### config.mk
export PLATFORM = sky130hd
export DESIGN_NAME = hex_rotate_sched
export DESIGN_NICKNAME = d
export VERILOG_FILES = /design/src/rtl/hex_rotate_sched.sv
export SDC_FILE = /design/constraint.sdc
export NUM_CORES = 1
export LEC_CHECK = 0
export CORE_MARGIN = 2
export CORE_UTILIZATION = 55
export CTS_CLUSTER_DIAMETER = 200
export CTS_CLUSTER_SIZE = 25
export DETAILED_ROUTE_END_ITERATION = 16
export GPL_TIMING_DRIVEN = 1
export PLACE_DENSITY = 0.75
export SLEW_MARGIN = 20
export SYNTH_ARGS = -nofsm -noshare
export SYNTH_HDL_FRONTEND = slang
export SYNTH_SLANG_ARGS = --single-unit
### constraint.sdc
create_clock -name CLOCK_50 -period 5.05 [get_ports CLOCK_50]
set_clock_uncertainty 0.05 [all_clocks]
set_input_delay 1.01 -clock CLOCK_50 [delete_from_list [all_inputs] [get_ports CLOCK_50]]
set_output_delay 1.01 -clock CLOCK_50 [all_outputs]
set_load 0.005 [all_outputs]
### src/rtl/hex_rotate_sched.sv
`default_nettype none
// ============================================================================
//  Module   : hex_rotate_sched
//  Purpose  : Generates the 2-bit select for the three-position character
//             rotation on HEX2..HEX0. It auto-rotates at a fixed period,
//             supports pause/resume, and single-steps from a button.
//  Ports    : CLOCK_50 - system clock (rising edge)
//             RESET    - asynchronous active-high reset
//             EN       - 1 = auto-rotate, 0 = pause
//             DIR      - 0 = forward 0->1->2, 1 = reverse 0->2->1
//             CLEAR    - synchronous return to IDLE with SEL=0
//             STEP     - asynchronous button level; a rising edge advances once
//             SEL      - rotation select (0,1,2)
//             TICK     - one-cycle pulse in the cycle SEL takes a new value
//             STATE    - 00 IDLE, 01 RUN, 10 HOLD
//  Revision : 1.0 - initial release
// ============================================================================
module hex_rotate_sched #(
    parameter int DIV   = 50_000_000,
    parameter int CNT_W = 26
) (
    input  logic       CLOCK_50,
    input  logic       RESET,
    input  logic       EN,
    input  logic       DIR,
    input  logic       CLEAR,
    input  logic       STEP,
    output logic [1:0] SEL,
    output logic       TICK,
    output logic [1:0] STATE
);

    typedef enum logic [1:0] {
        ST_IDLE = 2'b00,
        ST_RUN  = 2'b01,
        ST_HOLD = 2'b10
    } state_t;

    localparam logic [CNT_W-1:0] C_TERM = CNT_W'(DIV - 1);
    localparam logic [CNT_W-1:0] C_ONE  = CNT_W'(1);

    state_t             state_q, state_d;
    logic [1:0]         sel_q, sel_d;
    logic [CNT_W-1:0]   cnt_q, cnt_d;
    logic               tick_q, tick_d;
    logic               step_s1_q, step_s2_q, step_s3_q;
    logic               w_step_edge;
    logic [1:0]         w_sel_next;

    // Position advance; the unreachable code 3 folds back to 0.
    function automatic logic [1:0] next_sel(input logic [1:0] s, input logic d);
        logic [1:0] r;
        case (s)
            2'd0:    r = d ? 2'd2 : 2'd1;
            2'd1:    r = d ? 2'd0 : 2'd2;
            2'd2:    r = d ? 2'd1 : 2'd0;
            default: r = 2'd0;
        endcase
        return r;
    endfunction

    // s1/s2 form the synchroniser; s3 is the previous synchronised level, so
    // the advance lands on the third rising edge after STEP goes high.
    assign w_step_edge = step_s2_q & ~step_s3_q;
    assign w_sel_next  = next_sel(sel_q, DIR);

    always_comb begin
        state_d = state_q;
        sel_d   = sel_q;
        cnt_d   = cnt_q;
        tick_d  = 1'b0;
        if (CLEAR) begin
            state_d = ST_IDLE;
            sel_d   = 2'd0;
            cnt_d   = '0;
        end else begin
            case (state_q)
                ST_IDLE: begin
                    if (w_step_edge) begin
                        sel_d  = w_sel_next;
                        tick_d = 1'b1;
                    end
                    if (EN) begin
                        state_d = ST_RUN;
                        cnt_d   = '0;
                    end
                end
                ST_RUN: begin
                    // Step-button edges seen here are dropped on purpose.
                    if (!EN) begin
                        state_d = ST_HOLD;
                    end else if (cnt_q == C_TERM) begin
                        cnt_d  = '0;
                        sel_d  = w_sel_next;
                        tick_d = 1'b1;
                    end else begin
                        cnt_d = cnt_q + C_ONE;
                    end
                end
                ST_HOLD: begin
                    // Counter stays frozen so RUN resumes mid-period.
                    if (w_step_edge) begin
                        sel_d  = w_sel_next;
                        tick_d = 1'b1;
                    end
                    if (EN) begin
                        state_d = ST_RUN;
                    end
                end
                default: begin
                    state_d = ST_IDLE;
                    sel_d   = 2'd0;
                    cnt_d   = '0;
                end
            endcase
        end
    end

    always_ff @(posedge CLOCK_50 or posedge RESET) begin
        if (RESET) begin
            state_q   <= ST_IDLE;
            sel_q     <= 2'd0;
            cnt_q     <= '0;
            tick_q    <= 1'b0;
            step_s1_q <= 1'b0;
            step_s2_q <= 1'b0;
            step_s3_q <= 1'b0;
        end else begin
            state_q   <= state_d;
            sel_q     <= sel_d;
            cnt_q     <= cnt_d;
            tick_q    <= tick_d;
            step_s1_q <= STEP;
            step_s2_q <= step_s1_q;
            step_s3_q <= step_s2_q;
        end
    end

    assign SEL   = sel_q;
    assign TICK  = tick_q;
    assign STATE = state_q;

endmodule
`default_nettype wire
-- Word-level counts from Yosys, hierarchy flattened
Index checks and enable logic that the tools add are counted.
- flip-flop bits (word level): 34
- latch bits: 0
- bits in writable memories: 0
- bits in read-only memories: 0
- bits of input ports: 6
- output and inout port bits: 5
- memories kept: 0
- add/sub/neg operators: 1
- multipliers: 0
- divide/modulo/power cells: 0
- magnitude comparators: 0
- equality and inequality tests: 12
- shift operators: 0
- mux-type cells: 23
- bitwise operators: 2
- reduce and logical (&&, ||, !) cells: 6
- operators by type and width (kind ; count):
    $mux 26 ; 4
    $pmux 26 s3 ; 1
    $add 26x1->26 const B ; 1
    $eq 26x26->1 const B ; 1
    $mux 2 ; 9
    $ne 3x3->1 const B ; 4
    $pmux 2 s2 ; 2
    $ne 3x1->1 const B ; 2
    $pmux 2 s3 ; 1
    $reduce_and 3->1 ; 2
    $mux 1 ; 5
    $eq 2x1->1 const B ; 2
    $eq 2x2->1 const B ; 2
    $logic_not 2->1 ; 2
    $ne 2x2->1 const B ; 1
    $pmux 1 s2 ; 1
    $reduce_and 2->1 ; 1
    $reduce_or 2->1 ; 1
    $and 1x1->1 ; 1
    $not 1->1 ; 1

-- Logic depth before layout (Yosys ltp)
Gate-level depths: netlist of the first run.
- word-level depth: 6
- depth in mapped cells: 7

-- Worst setup path before layout of the first run
Ideal clock, no wire load.
- path kind: register to register
- start: register cnt_q[10]
- end: register cnt_q[19]
- library setup time: 0.119 ns
- arrival: 2.018 ns
- required time: 4.881 ns
- setup slack: 2.863 ns
- stages on the path, launching flop included: 7
- path buffers: 1
- period minus slack after synthesis: 2.187 ns
- cells stage by stage: dfrtp_1 > or4_1 > or4_4 > o21a_4 > nor2_4 > buf_8 > nor2_2
- longest elaborated chain between the ends: 5
- RTL lines (element ; line ; source):
    start: declaration ; 44 ; logic [CNT_W-1:0] cnt_q, cnt_d;
    start signal: assignment ; 131 ; cnt_q <= cnt_d;
    $add 26x1->26 or $eq 26x26->1 (tied branches) ; 97, 92 ;
    $mux 26 (*) ; 92 ; end else if (cnt_q == C_TERM) begin
    $mux 26 (*) ; 90 ; if (!EN) begin
    $pmux 26 s3 (*) ; 77 ; case (state_q)
    $mux 26 (*) ; 72 ; if (CLEAR) begin
Mark *: on every way between the ends. The rest lies on a longest branch, timed or not. The select of a mux whose other input is x is not followed.
A chain may end at the register's enable or synchronous reset.

-- Final worst setup path of the first run
- start: input CLEAR
- end: register cnt_q[24]
- longest elaborated chain between the ends: 2
- RTL lines (element ; line ; source):
    start: declaration ; 26 ; input logic CLEAR,
    $ne 3x3->1 (no line) or $ne 2x2->1 (tied branches) ; n/a ;
    $reduce_and 3->1 (no line) ; n/a ;
Several ways; a longest one is shown, not always the timed one.

==> results of run 1 <==
==> path summary, 6_finish.rpt <==
kind | start | slack, ns | cells after the start | endpoint
min in group asynchronous | RESET | 0.92 | 2 | cnt_q[20]
hold / removal | step_s1_q | 0.31 | 0 | step_s2_q
max in group asynchronous | RESET | 3.36 | 3 | cnt_q[14]
setup reg to reg | cnt_q[10] | 2.60 | 5 | cnt_q[25]
hold reg to reg | step_s1_q | 0.31 | 0 | step_s2_q
setup / recovery | CLEAR | 2.47 | 6 | cnt_q[24]
==> report_power, final <==
part | internal (mW) | switching (mW)
Combinational | 0.0275 | 0.0291
Sequential | 0.279 | 0.00811
Clock | 0.0524 | 0.0889
Total | 0.359 | 0.126
==> synth_stat cells (all sizes together) <==
master   instances  area share
a22o             4       0.019
o31ai            2       0.011
or4b             1      0.0054
nand4b           1      0.0048
xnor2            3       0.014
ha               1      0.0068
mux2i            1      0.0054
and2             5       0.017
nand4            9       0.031
clkbuf           4      0.0081
dfrtp           34        0.46
xor2            11       0.052
nor4b            1      0.0048
o21ai           11       0.034
o21a             1      0.0081
nand2b           2      0.0068
nor2b            1      0.0034
a211oi           1      0.0041
and3             4       0.014
buf              1      0.0081
nor3             6       0.016
o2bb2ai          1      0.0048
or4              3       0.014
and4             4       0.019
nand2           15       0.035
nor2            21       0.060
mux2             2       0.016
a31oi            1      0.0034
o311ai           4       0.019
inv              5       0.010
nor4             3       0.010
o22ai            1      0.0034
a21oi            3      0.0081
nand3           21       0.057
a21o             1      0.0041
==> layer usage <==
| metal | track usage | up-vias | wire length, um |
|---|---|---|---|
| li1 | - | 720 | - |
| met1 | 0.316 | 741 | 1790 |
| met2 | 0.408 | 46 | 1940 |
| met3 | 0.0621 | 7 | 201 |
| met4 | 0.103 | 0 | 68 |
| met5 | 0 | - | 0 |
==> kinds of logic (layout without fill, tap and decap cells) <==
group | count (synthesis) | in the layout
adders and majority gates | 1 | 1
xor gates and xnor gates | 14 | 14
and+or+nand+nor | 97 | 97
muxes | 3 | 3
buffers and inverters | 10 | 23
DFF | 34 | 34
AOI/OAI and AO/OA | 30 | 30
==> worst reg2reg max path: cells and delay by family, from the launching register on <==
| kind | cells | cell delay (ns) |
|---|---|---|
| DFF | 1 | 0.46 |
| and+or+nand+nor | 4 | 1.55 |
| AOI/OAI and AO/OA | 1 | 0.28 |
==> cell type report <==
class | count | area [sq um] | area share
inverters | 5 | 18.8 | 0.00928
clock buffers | 7 | 45.0 | 0.0223
well taps | 46 | 57.6 | 0.0284
flip-flops and latches | 34 | 851 | 0.421
repair buffers | 11 | 108 | 0.0532
multi-input cells | 145 | 943 | 0.466
==> registers in the layout, indices dropped and copies added (netlist names) <==
| signal | flops |
|---|---|
| step_s2_q | 1 |
| step_s3_q | 1 |
| STATE | 2 |
| cnt_q | 26 |
| step_s1_q | 1 |
| SEL | 2 |
| TICK | 1 |
==> metrics by stage <==
step / instance area [sq um] / hold slack (ns) / total power, mW / utilization
floorplan: 1840 / 0.281 / 0.327 / -
global placement: 1980 / 0.283 / 0.346 / 0.602
CTS: 2020 / 0.318 / 0.487 / 0.616
global route: 2020 / 0.330 / 0.505 / 0.616
finish: 2020 / 0.312 / 0.485 / 0.616
detailed placement: 1980 / 0.292 / 0.348 / 0.602
==> run metrics, run 1 <==
count of final hold-check violations=0; Slowest-stage cell, CP=a211oi_1; Routed Antenna Nets=0; outcome=completed; Syn Nets=196; period utilization=0.510; initial antenna violation count=0; IO Pins=11; Post-Synth XOR/XNOR Area=0.0665; core area=3280 sq um; total of max-cap violations=0; crit path launch type=input pin; Syn. warnings=0; family with the most delay on the worst path=compound AO/OA/AOI/OAI gates; wire length per cell=16.1 um; Finished Layout Cells=248; CP peak stage delay=0.61 ns; Avg Inst Size Synth=9.75 sq um; initial DRC count=118; Synth Area in Adders=0.00679; first-pass GRT wire length=6880 um; most frequent cells in the layout=34 x dfrtp_1, 21 x nand3_1, 14 x nand2_1, 11 x xor2_1; CTS tree=done; pre-CTS WS=2.13 ns; final setup fails=0; fin nets=209; setup ws final=2.47 ns; crit path kind=in2reg; max_slew headroom=0.435; Reg clk slew, reported paths=about 0.09 ns; Placement Rows=21; port bufs=10; largest net degree at the start of global routing=23; Die ar.=between 3000 and 4000 sq um; WL final=4010 um; Post-CTS Setup Bufs=0; total iterations of the first detailed-routing run=4; Horiz. Die Dim=roughly 62 um; CP arrival=2.74 ns; htree depth=2; Diodes inserted=0; Vias=1514; commonest non-fill, non-tap cell in the layout=dfrtp_1; Synth Area in Compound Gates=0.119; vias in the first global route=1503; worst-path maximum fanout=5; multiplexer share of the synthesized area=0.0217; hpwl dp=2870 um; Clock Tree Buf Depth=2; TNS Setup=0 ns; CTS Buf Count=5; post-synthesis sequential area ratio=0.462; largest family of logic cells by synthesized area=simple AND/OR/NAND/NOR gates; Power Density=240 nW/um^2; LEAKAGE=0.808 nW; RSZ-0062 raised after global routing=no; Fillers=between 200 and 300; routability congestion estimate=0.894; post_cts resized=0; detail-routed via count per cell=approximately 6; DRC=0; clk_lat worst skew=~0.34 ns; Initial Utilization=0.561; Critical Path Sink Type=register; Chip Height=61.9 um; max-slew violations=0; Overflow after GRT=0; gr usage total=0.249; cts hold-fix bufs=0; fraction of layout cells with a size suffix above 1=0.124; Post-Synth Simple-Gate Area=0.298; f_max=388 MHz; Peak VDD IR=0.127 mV; WP buf/inv=1; post-synthesis cell count=roughly 190; synth unique cells=42; placed cell count=241; CP Data Required Time=5.22 ns; Worst Tran Pin Value=roughly 0.84 ns; Cell Chain, Critical Path=clkdlybuf4s50_1 > a21oi_1 > a211oi_1 > nand3_1 > xor2_1 > nor2_2; Sink Count=34; Root Driver=clkbuf_4; Mapped Area=about 1800 sq um; Seq cells post-synth=34; minimum clock period=2.58 ns; Hold WC Path Type=reg2reg; Area Overhead vs Synth=9.78%
No activity file was read; power rests on OpenSTA's default activity.
==> run 2: changes to the inputs <==
==> constraint.sdc (replaced) <==
create_clock -name CLOCK_50 -period 2.69 [get_ports CLOCK_50]
set_clock_uncertainty 0.05 [all_clocks]
set_input_delay 0.538 -clock CLOCK_50 [delete_from_list [all_inputs] [get_ports CLOCK_50]]
set_output_delay 0.538 -clock CLOCK_50 [all_outputs]
set_load 0.005 [all_outputs]
==> run metrics, run 2 (same netlist as run 1, synthesis figures left out) <==
outcome=completed; Hold WC Path Type=reg2reg; total power=0.903 mW; total iterations of the first detailed-routing run=4; area of the multi-input gates=943 sq um; final core occ=0.623; R2R cell count=5; max-slew violations=0; Min-Delay Path Depth=0; CTS tree=done; fin nets=212; Critical Path Sink Type=register; CTS Buf Count=5; initial DRC count=between 100 and 150; max reg flops=26; cts hold-fix bufs=0; DRC=0; Power Density=441 nW/um^2; post_cts resized=0; Placed Instance Area=approximately 2000 sq um; crit path launch type=register; Horiz. Die Dim=61.9 um; initial antenna violation count=0; Cell Chain, Critical Path=or4_1 > or4_4 > o21ai_2 > nor2_1 > a22o_1; TNS Setup=0 ns; Worst Tran Pin Value=around 0.53 ns; Vias=1491; routability congestion estimate=~0.87; WP buf/inv=0; critical path depth in cells=5; RR Startpoint=cnt_q[10]; detail-routed via count per cell=5.94; Diodes inserted=0; most frequent cells in the layout=34 x dfrtp_1, 21 x nand3_1, 14 x nand2_1, 11 x xor2_1; commonest non-fill, non-tap cell in the layout=dfrtp_1; Overflow after GRT=0; Placement Rows=21; total of max-cap violations=0; setup ws final=slightly below 0.2 ns; Root Driver=clkbuf_4; Hold Startpoint=step_s1_q; final setup fails=0; Post-CTS Setup Bufs=0; Clock Tree Buf Depth=2; placed cell count=244; RSZ-0062 raised after global routing=no; IO Pins=11; clk_lat worst skew=0.34 ns; Fillers=278; Initial Utilization=0.561; wire length per cell=15.5 um; family with the most delay on the worst path=simple AND/OR/NAND/NOR gates; CP Data Required Time=2.87 ns; critical path startpoint=cnt_q[10]; hold_ws=0.352 ns; largest net degree at the start of global routing=28; max_slew headroom=0.640; Area Overhead vs Synth=11.0%; vias in the first global route=1285; Sink Count=34; fin area=2050 sq um; minimum clock period=2.49 ns; Finished Layout Cells=roughly 250; port bufs=10; Biggest register=cnt_q; core area=3280 sq um; worst-path maximum fanout=7; Reg clk slew, reported paths=0.10 ns; fraction of layout cells with a size suffix above 1=0.137; Register Area=between 800 and 900 sq um; WL final=between 3000 and 4000 um; Die ar.=3830 sq um; count of final hold-check violations=0; htree depth=2; hpwl dp=2820 um; CP arrival=2.68 ns; Routed Antenna Nets=0; first-pass GRT wire length=6310 um; period utilization=0.927; Slowest-stage cell, CP=or4_4; Peak VDD IR=0.237 mV; f_max=~400 MHz; gr usage total=0.235; pre-CTS WS=0.236 ns; crit path kind=reg2reg; Chip Height=61.9 um; LEAKAGE=0.824 nW; CP peak stage delay=0.59 ns
[run 2: area by class of cell]
type,count,area share
Inverter,5,0.00917
Multi-Input combinational cell,145,0.461
Tap cell,46,0.0281
Clock buffer,7,0.0220
Sequential cell,34,0.416
Timing Repair Buffer,14,0.0636
[run 2: metal layers]
metal  part of all wire  vias to the layer above  global-route usage
met3              0.062                        9              0.0518
met1               0.45                      713               0.342
li1                   -                      723                   -
met4              0.020                        0               0.100
met5                  0                        -                   0
met2               0.47                       46               0.338
[run 2: where the power goes]
| part | internal, mW | switching [mW] | total [mW] |
|---|---|---|---|
| registers | 0.524 | 0.0145 | 0.538 |
| logic | 0.0529 | 0.0535 | 0.106 |
| clock network | 0.0984 | 0.160 | 0.259 |
| total | 0.675 | 0.228 | 0.903 |
[run 2: worst register-to-register path, cell delays in order, from the launching register on]
cell	delay [ns]
dfrtp_1	0.46
or4_1	0.53
or4_4	0.59
o21ai_2	0.33
nor2_1	0.20
a22o_1	0.24
[run 2: worst paths after layout]
check	to	slack, ns
min in group asynchronous	cnt_q[3]	0.37
worst max-delay path	cnt_q[9]	0.20
worst max register to register	cnt_q[9]	0.20
worst min-delay path	step_s2_q	0.35
worst min register to register	step_s2_q	0.35
max in group asynchronous	cnt_q[20]	1.58
==> run 3: changes to the inputs <==
--- a/config.mk
+++ b/config.mk
@@ -6,12 +6,12 @@
 export NUM_CORES = 1
 export LEC_CHECK = 0
 export CORE_MARGIN = 2
-export CORE_UTILIZATION = 55
+export CORE_UTILIZATION = 35
 export CTS_CLUSTER_DIAMETER = 200
 export CTS_CLUSTER_SIZE = 25
 export DETAILED_ROUTE_END_ITERATION = 16
 export GPL_TIMING_DRIVEN = 1
-export PLACE_DENSITY = 0.75
+export PLACE_DENSITY = 0.52
 export SLEW_MARGIN = 20
 export SYNTH_ARGS = -nofsm -noshare
 export SYNTH_HDL_FRONTEND = slang
==> run metrics, run 3 (same netlist as run 1, synthesis figures left out) <==
post_cts resized=0; total iterations of the first detailed-routing run=5; Post-CTS Setup Bufs=0; CTS tree=done; most frequent cells in the layout=34 x dfrtp_1, 21 x nand3_1, 14 x nand2_1, 11 x xor2_1; gr usage total=0.148; pre-CTS WS=approximately 0.25 ns; count of final hold-check violations=0; Cell Chain, Critical Path=or4_1 > or4_4 > o21a_4 > nor2_4 > nor2_1; DRC=0; Biggest register=cnt_q; IO Pins=11; fin nets=213; cts hold-fix bufs=0; Worst Tran Pin Value=0.577 ns; Reg clk slew, reported paths=0.07 ns; CTS Buf Count=5; worst-path maximum fanout=11; Horiz. Die Dim=between 70 and 80 um; Area Overhead vs Synth=15.8%; Initial Utilization=0.361; RSZ-0062 raised after global routing=no; Die ar.=5860 sq um; CP peak stage delay=0.59 ns; clk_lat worst skew=0.29 ns; htree depth=2; Slowest-stage cell, CP=or4_4; Diodes inserted=0; CP Data Required Time=~2.8 ns; period utilization=0.906; routability congestion estimate=0.835; Clock Tree Buf Depth=2; Routed Antenna Nets=0; largest net degree at the start of global routing=16; setup ws final=0.252 ns; Vias=1519; final setup fails=0; outcome=completed; Placement Rows=26; CP arrival=around 2.6 ns; commonest non-fill, non-tap cell in the layout=dfrtp_1; Sink Count=34; max-slew violations=0; Root Driver=clkbuf_8; detail-routed via count per cell=around 5.5; first-pass GRT wire length=approximately 7000 um; Critical Path Sink Type=register; crit path kind=reg2reg; port bufs=10; vias in the first global route=1413; WL final=4120 um; total of max-cap violations=0; initial DRC count=between 100 and 150; hpwl dp=3040 um; Overflow after GRT=0; Hold WC Path Type=reg2reg; max reg flops=26; wire length per cell=14.9 um; f_max=410 MHz; Power Density=493 nW/um^2; crit path launch type=register; max_slew headroom=0.610; minimum clock period=2.44 ns; initial antenna violation count=0; Chip Height=around 77 um; worst reg2reg setup slack=~0.25 ns; TNS Setup=0 ns; core area=5110 sq um; fraction of layout cells with a size suffix above 1=0.155; LEAKAGE=0.851 nW; Peak VDD IR=0.229 mV
-- run 3: worst max-delay path: cells and delay by family, from the launching register on --
kind / cells / cell delay [ns]
DFF: 1 / 0.44
and+or+nand+nor: 4 / 1.54
AOI/OAI and AO/OA: 1 / 0.28
-- run 3: metal layers --
layer	share of wire	track usage	vias up
met1	0.45	0.188	725
li1	-	-	731
met2	0.46	0.233	53
met4	0.023	0.0673	0
met5	0	0	-
met3	0.066	0.0427	10
-- run 3: report_power, final --
group	internal (mW)	switching, mW	leakage (nW)	total [mW]
sequential	0.524	0.0149	0.463	0.539
combinational	0.0538	0.0544	0.340	0.108
clock	0.206	0.199	0.0472	0.405
total	0.783	0.268	0.851	1.05
-- run 3: path summary, 6_finish.rpt --
path,end,startpoint,depth (start not counted)
max in group asynchronous,cnt_q[11],RESET,3
min,step_s2_q,step_s1_q,0
min reg2reg,step_s2_q,step_s1_q,0
max reg2reg,cnt_q[25],cnt_q[10],5
min in group asynchronous,step_s3_q,RESET,2
max,cnt_q[25],cnt_q[10],5
-- run 3: final cells by class --
| type | count | area (sq um) |
|---|---|---|
| Fill cell | 497 | 2970 |
| Clock buffer | 6 | 82.6 |
| Clock inverter | 2 | 12.5 |
| Multi-Input combinational cell | 145 | 943 |
| Tap cell | 70 | 87.6 |
| Timing Repair Buffer | 15 | 138 |
| Sequential cell | 34 | 851 |
| Inverter | 5 | 18.8 |
-- run 3: stage by stage --
stage	cells	total power, mW	hold slack (ns)	utilization	area (sq um)
final	277	1.05	0.303	0.418	2130
after global routing	277	1.10	0.334	0.418	2130
after CTS	277	1.06	0.308	0.418	2130
after detailed placement	269	0.658	0.290	0.399	2040
after global placement	269	0.655	0.289	0.399	2040
after floorplan	189	0.614	0.281	-	1840
